## config.mk

```make
export PLATFORM = sky130hd
export DESIGN_NAME = arm_instr_encoder
export DESIGN_NICKNAME = d
export VERILOG_FILES = /design/src/rtl/arm_instr_encoder.sv
export SDC_FILE = /design/constraint.sdc
export NUM_CORES = 1
export LEC_CHECK = 0
export CAP_MARGIN = 20
export CORE_ASPECT_RATIO = 0.6
export CORE_MARGIN = 4
export CORE_UTILIZATION = 40
export CTS_BUF_LIST = sky130_fd_sc_hd__clkbuf_4
export CTS_CLUSTER_SIZE = 24
export DETAILED_ROUTE_END_ITERATION = 10
export PLACE_DENSITY_LB_ADDON = 0.25
export SLEW_MARGIN = 30
export SYNTH_ARGS = -nofsm -noshare
export SYNTH_HDL_FRONTEND = slang
export SYNTH_SLANG_ARGS = --single-unit
```

## constraint.sdc

```tcl
create_clock -name CLK -period 1.91 [get_ports CLK]
set_input_delay 0.382 -clock CLK [delete_from_list [all_inputs] [get_ports CLK]]
set_output_delay 0.382 -clock CLK [all_outputs]
set_load 0.02 [all_outputs]
```

## src/rtl/arm_instr_encoder.sv

```systemverilog
// Packs ARM instruction field bundles into 32-bit words and streams them into
// instruction memory from address 0, keeping a running XOR checksum.
module arm_instr_encoder #(
  parameter int ADDR_W = 6
) (
  input  logic              CLK,
  input  logic              nRST,
  input  logic              Start,
  input  logic              InValid,
  output logic              InReady,
  input  logic              Last,
  input  logic [3:0]        Cond,
  input  logic [1:0]        Op,
  input  logic [5:0]        Funct,
  input  logic [3:0]        Rn,
  input  logic [3:0]        Rd,
  input  logic [11:0]       Src2,
  output logic              IMemWE,
  output logic [ADDR_W-1:0] IMemAddr,
  output logic [31:0]       IMemWD,
  output logic [ADDR_W:0]   Count,
  output logic [31:0]       Checksum,
  output logic              Done,
  output logic [1:0]        Error,
  output logic [1:0]        dbg_state
);

  // Handshake: a bundle is consumed on a rising edge where InValid and InReady
  // are both high; InReady is registered and only high while waiting in LOAD.
  typedef enum logic [1:0] {
    S_IDLE  = 2'd0,
    S_LOAD  = 2'd1,
    S_WRITE = 2'd2,
    S_DONE  = 2'd3
  } state_t;

  localparam logic [ADDR_W-1:0] ADDR_MAX = '1;
  localparam logic [ADDR_W:0]   CNT_ONE  = {{ADDR_W{1'b0}}, 1'b1};

  state_t      state, state_nxt;
  logic [31:0] enc_word;
  logic        last_q;
  logic        accept;
  logic        illegal;

  assign accept    = (state == S_LOAD) && InValid;
  assign illegal   = (Op == 2'b11);
  assign dbg_state = state;

  // Branch imm24 is built from the 20-bit {Rn,Rd,Src2}, sign-extended, so
  // short backward branches (e.g. -2 = FFFFE) encode correctly; Funct[3:0] unused.
  always_comb begin
    enc_word = {Cond, Op, Funct, Rn, Rd, Src2};
    if (Op == 2'b10) begin
      enc_word = {Cond, 2'b10, Funct[5:4], {4{Rn[3]}}, Rn, Rd, Src2};
    end
  end

  always_ff @(posedge CLK or negedge nRST) begin
    if (!nRST) begin
      state <= S_IDLE;
    end else begin
      state <= state_nxt;
    end
  end

  always_comb begin
    state_nxt = state;
    case (state)
      S_IDLE: begin
        if (Start) state_nxt = S_LOAD;
      end
      S_LOAD: begin
        if (accept) begin
          if (!illegal)  state_nxt = S_WRITE;
          else if (Last) state_nxt = S_DONE;
        end
      end
      S_WRITE: begin
        if (last_q || (IMemAddr == ADDR_MAX)) state_nxt = S_DONE;
        else                                   state_nxt = S_LOAD;
      end
      S_DONE: begin
        if (Start) state_nxt = S_LOAD;
      end
      default: state_nxt = S_IDLE;
    endcase
  end

  // Status outputs are flopped from the next state so nothing is combinational.
  always_ff @(posedge CLK or negedge nRST) begin
    if (!nRST) begin
      InReady <= 1'b0;
      IMemWE  <= 1'b0;
      Done    <= 1'b0;
    end else begin
      InReady <= (state_nxt == S_LOAD);
      IMemWE  <= (state_nxt == S_WRITE);
      Done    <= (state_nxt == S_DONE);
    end
  end

  always_ff @(posedge CLK or negedge nRST) begin
    if (!nRST) begin
      IMemAddr <= '0;
      IMemWD   <= '0;
      Count    <= '0;
      Checksum <= '0;
      Error    <= '0;
      last_q   <= 1'b0;
    end else begin
      case (state)
        S_IDLE, S_DONE: begin
          if (Start) begin
            IMemAddr <= '0;
            Count    <= '0;
            Checksum <= '0;
            Error    <= '0;
          end
        end
        S_LOAD: begin
          if (accept) begin
            if (!illegal) begin
              IMemWD <= enc_word;
              last_q <= Last;
            end else begin
              Error[0] <= 1'b1;
            end
          end
        end
        S_WRITE: begin
          Checksum <= Checksum ^ IMemWD;
          Count    <= Count + CNT_ONE;
          if (!last_q) begin
            if (IMemAddr == ADDR_MAX) Error[1] <= 1'b1;
            else                      IMemAddr <= IMemAddr + 1'b1;
          end
        end
        default: ;
      endcase
    end
  end

endmodule

```

==> metrics.txt, run 1 <==
# TYPE chip_impl_metric gauge
chip_impl_info{name="result_of_the_run",value="complete, no violations"} 1
chip_impl_info{name="timing.rr.end",value="IMemAddr[0]$_DFFE_PN0P_"} 1
chip_impl_metric{name="die-area",unit="um^2"} 10900
chip_impl_metric{name="ratio_of_final_minimum_period_to_clock_period",unit="%"} 96.9
chip_impl_info{name="synth.cells.most_frequent",value="sky130_fd_sc_hd__nand2_1 (130), sky130_fd_sc_hd__dfrtp_1 (85), sky130_fd_sc_hd__nor2_1 (55)"} 1
chip_impl_metric{name="placed_cells_incl_taps",unit=""} 628
chip_impl_metric{name="r2r_cells",unit=""} 5
chip_impl_metric{name="finalMaxSlewViolations",unit=""} 0
chip_impl_metric{name="synth-warning-count",unit=""} 0
chip_impl_info{name="clk_root_buffer_cell",value="sky130_fd_sc_hd__clkbuf_4"} 1
chip_impl_metric{name="timing.fmax",unit="MHz"} 540
chip_impl_metric{name="finalHoldViolations",unit=""} 0
chip_impl_metric{name="placedInstanceArea",unit="um^2"} 5170
chip_impl_metric{name="syn_avg_cell_area",unit="um^2"} 9.43
chip_impl_metric{name="wire_per_inst",unit="um"} 15.3
chip_impl_metric{name="floorplan.rows",unit=""} 26
chip_impl_metric{name="number_of_standard_cells_after_synthesis",unit=""} 393
chip_impl_metric{name="cts.sink_count",unit=""} 85
chip_impl_metric{name="worstMarginPinSlew",unit="ns"} 0.408
chip_impl_metric{name="detail_route.first_pass.iterations",unit=""} 4
chip_impl_info{name="timing.hold.worst.class",value="primary input to async pin"} 1
chip_impl_metric{name="total_wirelength",unit="mm"} 9.89
chip_impl_metric{name="cp_data_arrival_time",unit="ns"} 1.47
chip_impl_metric{name="floorplan.die.height",unit="um"} 82.6
chip_impl_info{name="path_class",value="flip-flop to output pin"} 1
chip_impl_metric{name="vdd_drop_max",unit="mV"} 0.754
chip_impl_metric{name="cellLeakagePower",unit="uW"} 0.00304
chip_impl_info{name="setup.worst_path.end_class",value="output pin"} 1
chip_impl_metric{name="post_layout_nonfiller_instances",unit=""} 645
chip_impl_metric{name="global_route_wire_length_before_repair",unit="mm"} 16.0
chip_impl_info{name="critPathTopFamily",value="buffers and inverters"} 1
chip_impl_metric{name="vias",unit=""} 3190
chip_impl_metric{name="number_of_flops_mapped_to_enable_cells_by_yosys",unit=""} 0
chip_impl_metric{name="syn_area",unit="um^2"} 3710
chip_impl_metric{name="synth.net_count",unit=""} 435
chip_impl_metric{name="proportion_of_layout_cells_with_a_drive_suffix_above_1",unit="%"} 8.26
chip_impl_metric{name="fin_skew",unit="ns"} 0.0207
chip_impl_metric{name="antenna_violating_nets_post_route",unit=""} 0
chip_impl_info{name="crit_path_start_kind",value="flip-flop"} 1
chip_impl_info{name="postSynth.topFlopCell",value="sky130_fd_sc_hd__dfrtp_1"} 1
chip_impl_metric{name="detail_route.iter0.violations",unit=""} 140
chip_impl_metric{name="number_of_global_route_vias_before_repair",unit=""} 3087
chip_impl_metric{name="cellPowerDensity",unit="nW/um^2"} 1490
chip_impl_metric{name="portion_of_the_post_synthesis_area_used_by_sequential_elements",unit="%"} 57.4
chip_impl_metric{name="synth-seq-cells",unit=""} 85
chip_impl_metric{name="cts_bufs_inserted",unit=""} 9
chip_impl_metric{name="post-route-min-period",unit="ns"} 1.85
chip_impl_metric{name="critical_path_cell_count",unit=""} 1
chip_impl_metric{name="remaining_drc_errors",unit=""} 0
chip_impl_metric{name="ctsHtreeMaxLevel",unit=""} 3
chip_impl_metric{name="drt-vias-per-instance",unit=""} 4.95
chip_impl_metric{name="filler_cell_count",unit=""} 755
chip_impl_metric{name="clock_pin_slew_worst_setup_and_hold_paths",unit="ns"} 0.15
chip_impl_metric{name="place_hpwl",unit="mm"} 7.33
chip_impl_info{name="synth_most_common_cell",value="sky130_fd_sc_hd__nand2_1"} 1
chip_impl_metric{name="slew_headroom",unit="%"} 72.7
chip_impl_metric{name="maximum_number_of_pins_on_one_net_before_global_route_repair",unit=""} 38
chip_impl_info{name="post-synth-top-area-cell",value="sky130_fd_sc_hd__dfrtp_1"} 1
chip_impl_metric{name="placeableCoreArea",unit="um^2"} 8750
chip_impl_info{name="r2r-start",value="IMemAddr[0]$_DFFE_PN0P_"} 1
chip_impl_metric{name="timing.final.setup_violations",unit=""} 0
chip_impl_metric{name="r2r_setup_slack",unit="ns"} 0.14
chip_impl_info{name="ordered_cell_list_for_the_critical_path",value="clkdlybuf4s50_1"} 1
chip_impl_metric{name="crit_fanout",unit=""} 2
chip_impl_metric{name="finalHoldWorstSlack",unit="ns"} 0.351
chip_impl_info{name="cpMaxStageDelayCell",value="sky130_fd_sc_hd__clkdlybuf4s50_1"} 1
chip_impl_metric{name="initial_standard_cell_utilization_of_the_core",unit="%"} 42.4
chip_impl_metric{name="critPathBufInv",unit=""} 1
chip_impl_metric{name="area.growth.synth_to_final",unit="%"} 46.4
chip_impl_metric{name="layout.nets",unit=""} 570
chip_impl_metric{name="ctsLongestPathBuffers",unit=""} 2
chip_impl_metric{name="grt_util_all_layers",unit="%"} 18.6
chip_impl_metric{name="gr-total-overflow",unit=""} 0
chip_impl_info{name="ys_top_cells_by_area",value="sky130_fd_sc_hd__dfrtp_1 (57%), sky130_fd_sc_hd__nand2_1 (13%), sky130_fd_sc_hd__xor2_1 (8.5%), sky130_fd_sc_hd__nor2_1 (5.6%), sky130_fd_sc_hd__ha_1 (1.7%)"} 1
chip_impl_metric{name="grt_antenna_before_repair",unit=""} 0
chip_impl_metric{name="clk_latency",unit="ns"} 0.45
chip_impl_metric{name="place.gp.congestion",unit=""} 0.853
chip_impl_metric{name="place.port_buffers",unit=""} 120
chip_impl_metric{name="antenna_cells",unit=""} 0
chip_impl_metric{name="synth_cell_type_count",unit=""} 35
chip_impl_metric{name="drv.max_cap_violation_count",unit=""} 0
chip_impl_metric{name="synth_largest_type_area_fraction",unit="%"} 57.4
chip_impl_metric{name="die-width",unit="um"} 132
chip_impl_metric{name="critPathMaxStageDelay",unit="ns"} 0.62
chip_impl_metric{name="io_pins",unit=""} 121
chip_impl_metric{name="postSynth.asyncResetShare",unit="%"} 100
chip_impl_metric{name="crit_required",unit="ns"} 1.53
chip_impl_metric{name="setup_total_negative_slack",unit="ns"} 0
chip_impl_metric{name="design_area",unit="um^2"} 5430
chip_impl_info{name="tritoncts",value="yes"} 1
area by class of cell:
type	instances	area, um^2	area share (%)
Timing Repair Buffer	140	1460	26.9
Clock inverter	6	87.6	1.61
Tap cell	112	140	2.58
Clock buffer	10	75.1	1.38
Sequential cell	85	2130	39.2
Multi-Input combinational cell	287	1520	27.9
Inverter	5	18.8	0.346
layer usage:
metal / global-route usage, % / up-vias / share of wire, %
li1: - / 1538 / -
met1: 25.7 / 1535 / 50
met2: 28.2 / 106 / 42
met3: 6.78 / 11 / 6.8
met4: 4.05 / 0 / 0.83
met5: 0 / - / 0
stage by stage:
step	setup WS (ns)	utilization, %	power, uW
floorplan	0.0167	-	5050
global placement	0.108	59.1	6920
detailed placement	0.0116	59.1	7030
CTS	0.00368	60.8	8190
global route	-0.00487	62.0	8620
finish	0.0583	62.0	8060
power by group:
| part | leakage, uW | internal [uW] | switching (uW) |
|---|---|---|---|
| Clock | 0.0000903 | 546 | 611 |
| Combinational | 0.00185 | 1750 | 2220 |
| Sequential | 0.00110 | 2430 | 506 |
| Total | 0.00304 | 4720 | 3340 |
state kept, by name (all words and copies together), names as in the netlist:
name       count
Checksum      32
dbg_state      2
last_q         1
IMemWE         1
InReady        1
Done           1
Count          7
IMemWD        32
Error          2
IMemAddr       6
layout by cell type, fill, tap and decap left out, drive strengths merged, types with 2 or more instances in the layout:
cell,instances
xor2,36
buf,20
nand2,130
and3,2
clkinv,4
nand4,2
inv,5
clkbuf,10
clkdlybuf4s50,68
o211ai,3
mux2,2
bufinv,2
a31oi,2
dlygate4sd2,15
nor4b,2
o21ai,11
a41oi,2
a21oi,11
dlymetal6s2s,36
nor2,55
nand2b,2
or3,3
dfrtp,85
nand4b,2
ha,5
a21o,2
nand3,6
how the worst max path moves through the flow:
stage / from / endpoint / slack, ns
after CTS: IMemWD[12]$_DFFE_PN0P_ / IMemWD[12] / 0.004
final: Checksum[8]$_DFFE_PN0P_ / Checksum[8] / 0.06
after floorplan: dbg_state[0]$_DFF_PN0_ / Checksum[0]$_DFFE_PN0P_ / 0.02
after detailed placement: InValid / IMemWE$_DFF_PN0_ / 0.01
after global routing: Checksum[8]$_DFFE_PN0P_ / Checksum[8] / -0.005
after global placement: Start / Count[5]$_DFFE_PN0P_ / 0.11
logic make-up (layout without fill, tap and decap cells):
| group | after synthesis | count (layout) | synth area share [%] |
|---|---|---|---|
| simple gates | 208 | 208 | 23.0 |
| flops | 85 | 85 | 57.4 |
| compound gates | 36 | 36 | 6.18 |
| xor+xnor | 36 | 36 | 8.50 |
| buf+inv | 21 | 161 | 2.56 |
| fa+ha+maj | 5 | 5 | 1.69 |
| mux | 2 | 2 | 0.709 |
timing repair:
item	4_1_cts	5_1_grt
pin swaps	0	0
hold buffers	1	0
buffers inserted	0	0
endpoints found under the setup margin	15	39
gates resized for setup	15	37
endpoints found under the hold margin	19	0
(Power assumes the default switching activity.)
==> run 2, diff against run 1 <==
--- a/config.mk
+++ b/config.mk
@@ -5,7 +5,7 @@
 export SDC_FILE = /design/constraint.sdc
 export NUM_CORES = 1
 export LEC_CHECK = 0
-export CAP_MARGIN = 20
+export CAP_MARGIN = 0
 export CORE_ASPECT_RATIO = 0.6
 export CORE_MARGIN = 4
 export CORE_UTILIZATION = 40
==> results of run 2 <==
The final DEF is identical to that of run 1; final timing and power are the same.
==> run 3, diff against run 2 <==
--- a/config.mk
+++ b/config.mk
@@ -5,6 +5,7 @@
 export SDC_FILE = /design/constraint.sdc
 export NUM_CORES = 1
 export LEC_CHECK = 0
+export ABC_CLOCK_PERIOD_IN_PS = 1910
 export CAP_MARGIN = 0
 export CORE_ASPECT_RATIO = 0.6
 export CORE_MARGIN = 4
==> results of run 3 <==
The final DEF is identical to that of run 1; final timing and power are the same.
